===== src/rtl/data_mem_arbiter.sv =====
// Signed 8-bit data memory shared by processor (P) and host (H) ports through a
// req/gnt/rvalid handshake. Define DMEM_ARB_RR_EN for round-robin arbitration (default: H priority).
module data_mem_arbiter #(
    parameter int DEPTH = 8,
    parameter int AW    = 3
) (
    input  logic          clk,
    input  logic          rst,

    input  logic          p_req,
    input  logic          p_we,
    input  logic [AW-1:0] p_addr,
    input  logic [7:0]    p_wdata,
    output logic          p_gnt,
    output logic          p_rvalid,
    output logic [7:0]    p_rdata,

    input  logic          h_req,
    input  logic          h_we,
    input  logic [AW-1:0] h_addr,
    input  logic [7:0]    h_wdata,
    output logic          h_gnt,
    output logic          h_rvalid,
    output logic [7:0]    h_rdata,

    output logic          err,
    output logic          busy
);

    localparam int            IW      = (DEPTH > 1) ? $clog2(DEPTH) : 1;
    localparam logic [AW:0]   DEPTH_W = (AW + 1)'(DEPTH);

    typedef enum logic [1:0] {
        IDLE   = 2'd0,
        ACCESS = 2'd1,
        RESP   = 2'd2
    } state_e;

    state_e        state_q;
    logic          sel_h_q;
    logic          we_q;
    logic [AW-1:0] addr_q;
    logic [7:0]    wdata_q;

    logic          p_gnt_q, h_gnt_q;
    logic          p_rvalid_q, h_rvalid_q;
    logic [7:0]    p_rdata_q, h_rdata_q;
    logic          err_q;

    // NOTE: the array is deliberately left out of reset so it maps onto plain RAM;
    // the declaration initialiser gives the all-zero power-up contents.
    logic [7:0]    mem_q [DEPTH] = '{default: 8'h00};

`ifdef DMEM_ARB_RR_EN
    logic          last_h_q;
`endif

    logic          pick_h_d;
    logic          in_range_d;
    logic [IW-1:0] idx_d;
    logic          mem_we_d;
    logic [7:0]    resp_data_d;

    // Arbitration: on contention the build option decides; otherwise the lone requester wins.
    always_comb begin
        pick_h_d = h_req;
`ifdef DMEM_ARB_RR_EN
        if (p_req && h_req) begin
            pick_h_d = !last_h_q;
        end
`endif
    end

    always_comb begin
        in_range_d  = ({1'b0, addr_q} < DEPTH_W);
        idx_d       = addr_q[IW-1:0];
        mem_we_d    = (state_q == ACCESS) && we_q && in_range_d;
        resp_data_d = 8'h00;
        if (we_q) begin
            resp_data_d = wdata_q;
        end else if (in_range_d) begin
            resp_data_d = mem_q[idx_d];
        end
    end

    // An async reset pulled during ACCESS drops state_q to IDLE, which kills mem_we_d before the edge.
    always_ff @(posedge clk) begin
        if (mem_we_d) begin
            mem_q[idx_d] <= wdata_q;
        end
    end

    // NOTE: all sequential state uses non-blocking assignments so every register
    // samples the pre-edge values, independent of statement order.
    always_ff @(posedge clk or posedge rst) begin
        if (rst) begin
            state_q    <= IDLE;
            sel_h_q    <= 1'b0;
            we_q       <= 1'b0;
            addr_q     <= '0;
            wdata_q    <= 8'h00;
            p_gnt_q    <= 1'b0;
            h_gnt_q    <= 1'b0;
            p_rvalid_q <= 1'b0;
            h_rvalid_q <= 1'b0;
            p_rdata_q  <= 8'h00;
            h_rdata_q  <= 8'h00;
            err_q      <= 1'b0;
`ifdef DMEM_ARB_RR_EN
            last_h_q   <= 1'b0;
`endif
        end else begin
            case (state_q)
                IDLE: begin
                    if (p_req || h_req) begin
                        sel_h_q <= pick_h_d;
                        we_q    <= pick_h_d ? h_we    : p_we;
                        addr_q  <= pick_h_d ? h_addr  : p_addr;
                        wdata_q <= pick_h_d ? h_wdata : p_wdata;
                        h_gnt_q <= pick_h_d;
                        p_gnt_q <= !pick_h_d;
                        state_q <= ACCESS;
`ifdef DMEM_ARB_RR_EN
                        last_h_q <= pick_h_d;
`endif
                    end
                end
                ACCESS: begin
                    p_gnt_q    <= 1'b0;
                    h_gnt_q    <= 1'b0;
                    h_rvalid_q <= sel_h_q;
                    p_rvalid_q <= !sel_h_q;
                    h_rdata_q  <= sel_h_q ? resp_data_d : 8'h00;
                    p_rdata_q  <= sel_h_q ? 8'h00 : resp_data_d;
                    err_q      <= !in_range_d;
                    state_q    <= RESP;
                end
                RESP: begin
                    p_rvalid_q <= 1'b0;
                    h_rvalid_q <= 1'b0;
                    p_rdata_q  <= 8'h00;
                    h_rdata_q  <= 8'h00;
                    err_q      <= 1'b0;
                    state_q    <= IDLE;
                end
                default: begin
                    state_q <= IDLE;
                end
            endcase
        end
    end

    assign p_gnt    = p_gnt_q;
    assign h_gnt    = h_gnt_q;
    assign p_rvalid = p_rvalid_q;
    assign h_rvalid = h_rvalid_q;
    assign p_rdata  = p_rdata_q;
    assign h_rdata  = h_rdata_q;
    assign err      = err_q;
    assign busy     = (state_q != IDLE);

endmodule


===== config.mk =====
export PLATFORM = sky130hd
export DESIGN_NAME = data_mem_arbiter
export DESIGN_NICKNAME = d
export VERILOG_FILES = /design/src/rtl/data_mem_arbiter.sv
export SDC_FILE = /design/constraint.sdc
export NUM_CORES = 1
export LEC_CHECK = 0
export BUFFER_PORTS_ARGS = -buffer_cell sky130_fd_sc_hd__buf_2
export CAP_MARGIN = 20
export CORE_ASPECT_RATIO = 2
export CORE_MARGIN = 3
export CORE_UTILIZATION = 55
export DETAILED_ROUTE_END_ITERATION = 8
export GPL_ROUTABILITY_DRIVEN = 1
export PLACE_DENSITY = 0.82
export SLEW_MARGIN = 0
export SYNTH_ARGS = -nofsm -noshare
export SYNTH_HDL_FRONTEND = slang
export SYNTH_SLANG_ARGS = --single-unit

===== constraint.sdc =====
create_clock -name clk -period 3.7 [get_ports clk]
set_input_delay 0.185 -clock clk [delete_from_list [all_inputs] [get_ports clk]]
set_output_delay 0.185 -clock clk [all_outputs]
set_load 0.01 [all_outputs]

==> reports/qor.yml <==
grt-ovfl-total: 0
total_power_mw: 4.10
h-tree-depth: 3
rsz0062_at_grt: "no"
synth_compound_area_share_pct: 11.8
placed_cell_area_sq_mm: 0.00451
synth_cells: 319
synth_top_flop_cell: "edfxtp_1"
cts_root_buf: "clkbuf_16"
final_area_sq_mm: 0.00483
setup.worst_path.start_class: "flop"
synth.cell_area_sq_mm: 0.00428
ioPinCount: 50
clk_pin_slew_ns: 0.06
die_x_um: 68.4
grt_max_degree: 36
ys_seq_area_share_pct: 65.3
p_leak_nw: 1.98
dp_hpwl_um: 7310
track_usage_pct: 25.3
fin_cells: 461
gp_congestion: 0.929
antenna_found_initial: 0
synth-simple-area-share_pct: 8.79
clock-sinks: 99
antenna_cells: 0
synth-edff-count: 64
synthesis.nets: 351
via_per_inst: 6.11
synthAdderAreaFrac_pct: 1.17
skew_ns: 0.00324
drt_iter0_drc: 190
hold_path.class: "in -> reg"
p_per_area_mw_per_mm2: 848
cts-buffers-inserted: 9
post_drt_wl_per_cell_um: 22.0
dp_cells: 444
fillers: 531
max_slew_margin_pct: 33.3
endpoint_kind: "flop"
drt_pass1_iterations: 6
setup-violations-final: 0
route.detailed.drc: 0
drive_gt1_share_pct: 19.8
irDropWorstVdd_v: 0.000609
ys_ff_latch: 99
wirelength_um: 10100
avgSynthCellArea_sq_um: 13.4
ys_types: 43
synthMuxAreaShare_pct: 7.48
nets: 396
grt_pass1_wl_um: 15800
die_h_um: 131
areaGrowthSynthToFinish_pct: 12.7
grt_pass1_vias: 2953
drv_slew: 0
synth_top_family_by_area: "compound AO/OA/AOI/OAI gates"
worstMarginPinSlew_ns: 1.00
fmax_ghz: 0.417
cts_tree: "built"
final.setup.worst_slack_ns: 1.30
required_ns: 3.90
dpl_worst_slack_ns: 1.40
final_antenna_net_count: 0
crit_type: "reg -> reg"
maxCapViolCount: 0
yosysWarnings: 0
floorplan.initialDensity_pct: 57.6
worstPathArrival_ns: 2.60
ctsLongestPathBuffers: 2
dieArea_sq_mm: 0.00895
min_period_over_period_pct: 64.8
final_core_util_pct: 65.0
rows: 44
hold_viol_final: 0
period_minus_slack_ns: 2.40
holdWs_ns: 0.143
synth_xor_area_share_pct: 0
fin_setup_tns_ns: 0
core_area_sq_mm: 0.00743
clk_latency_ns: 0.34
vias: 2816
synthArstFlopShare_pct: 35.4
path_max_fanout: 16
status: "complete, no violations"
port_buffers: 48
==> final cells by class <==
cell class	count	area [sq um]	area share [%]
inverters	20	75.1	1.55
clock buffers	11	233	4.82
clock inverters	5	77.6	1.61
repair buffers	52	273	5.65
well taps	92	115	2.38
flip-flops and latches	99	2800	57.9
multi-input cells	182	1260	26.0
==> cell usage after synthesis, drive strengths merged (4+ instances only) <==
master	n	share of area, %
o32ai	5	1.0
nand3	6	0.70
o2bb2ai	4	0.82
mux2i	32	7.5
inv	20	1.8
nand2	28	2.5
o21ai	24	2.8
nand2b	10	1.8
buf	13	2.9
nor2	18	1.6
clkbuf	5	0.67
a21oi	7	0.82
o221ai	5	1.3
ha	4	1.2
dfrtp	35	20
edfxtp	64	45
a32o	7	1.6
==> layout by cell type, fill, tap and decap left out, types with 7 or more instances in the layout <==
master and instances:
a21oi_1 7, a32o_1 7, buf_2 48, clkbuf_16 9, dfrtp_1 35, edfxtp_1 64, inv_1 19, mux2i_1 32
nand2_1 28, nand2b_1 8, nor2_1 18, o21ai_0 23
==> cells by family after synthesis <==
kind of cell             after synthesis
flip-flops                            99
AND/OR/NAND/NOR                       76
AO/OA/AOI/OAI                         69
buffers and inverters                 38
multiplexers                          32
adder cells (fa/ha/maj)                4
other                                  1
==> path summary, 6_finish.rpt <==
path                       startpoint          to  slack (ns)  cells past startpoint
min reg2reg                  h_rvalid    h_rvalid        0.48                      1
min in group asynchronous         rst    h_rvalid        0.47                      4
min                        p_wdata[4]  wdata_q[4]        0.14                      3
max                         addr_q[2]  h_rdata[3]        1.30                      5
max reg2reg                 addr_q[2]  h_rdata[3]        1.30                      5
max in group asynchronous         rst   addr_q[0]        2.90                      4
==> timing repair <==
action	in CTS	in global routing
hold endpoints to repair	35	0
hold buffers	1	0
buffers inserted	0	0
gates resized for setup	0	0
==> worst max-delay path, stage by stage, from the launching register on <==
cell       delay [ns]
dfrtp_1          0.73
buf_4            0.38
mux2i_1          0.29
o221ai_1         0.17
a311oi_1         0.54
o2bb2ai_1        0.15
==> per-layer routing <==
layer | share of wire [%] | vias to the layer above | track usage [%]
met5 | 0 | - | 0
met4 | 5.8 | 0 | 15.7
met3 | 6.3 | 50 | 4.88
met2 | 55 | 163 | 43.9
met1 | 33 | 1335 | 27.1
li1 | - | 1268 | -
==> where the power goes <==
part           switching [mW]  total [mW]  internal [mW]  leakage [nW]
Clock                   0.378       0.968          0.590         0.150
Sequential              0.372        1.87           1.49          1.03
Combinational           0.749        1.26          0.513         0.807
==> flip-flops by register name, indices dropped and copies added (netlist names), 2 cells and up <==
register  cells
addr_q        3
h_rdata       8
mem_q        64
p_rdata       8
state_q       2
wdata_q       8
(Power assumes the default switching activity.)
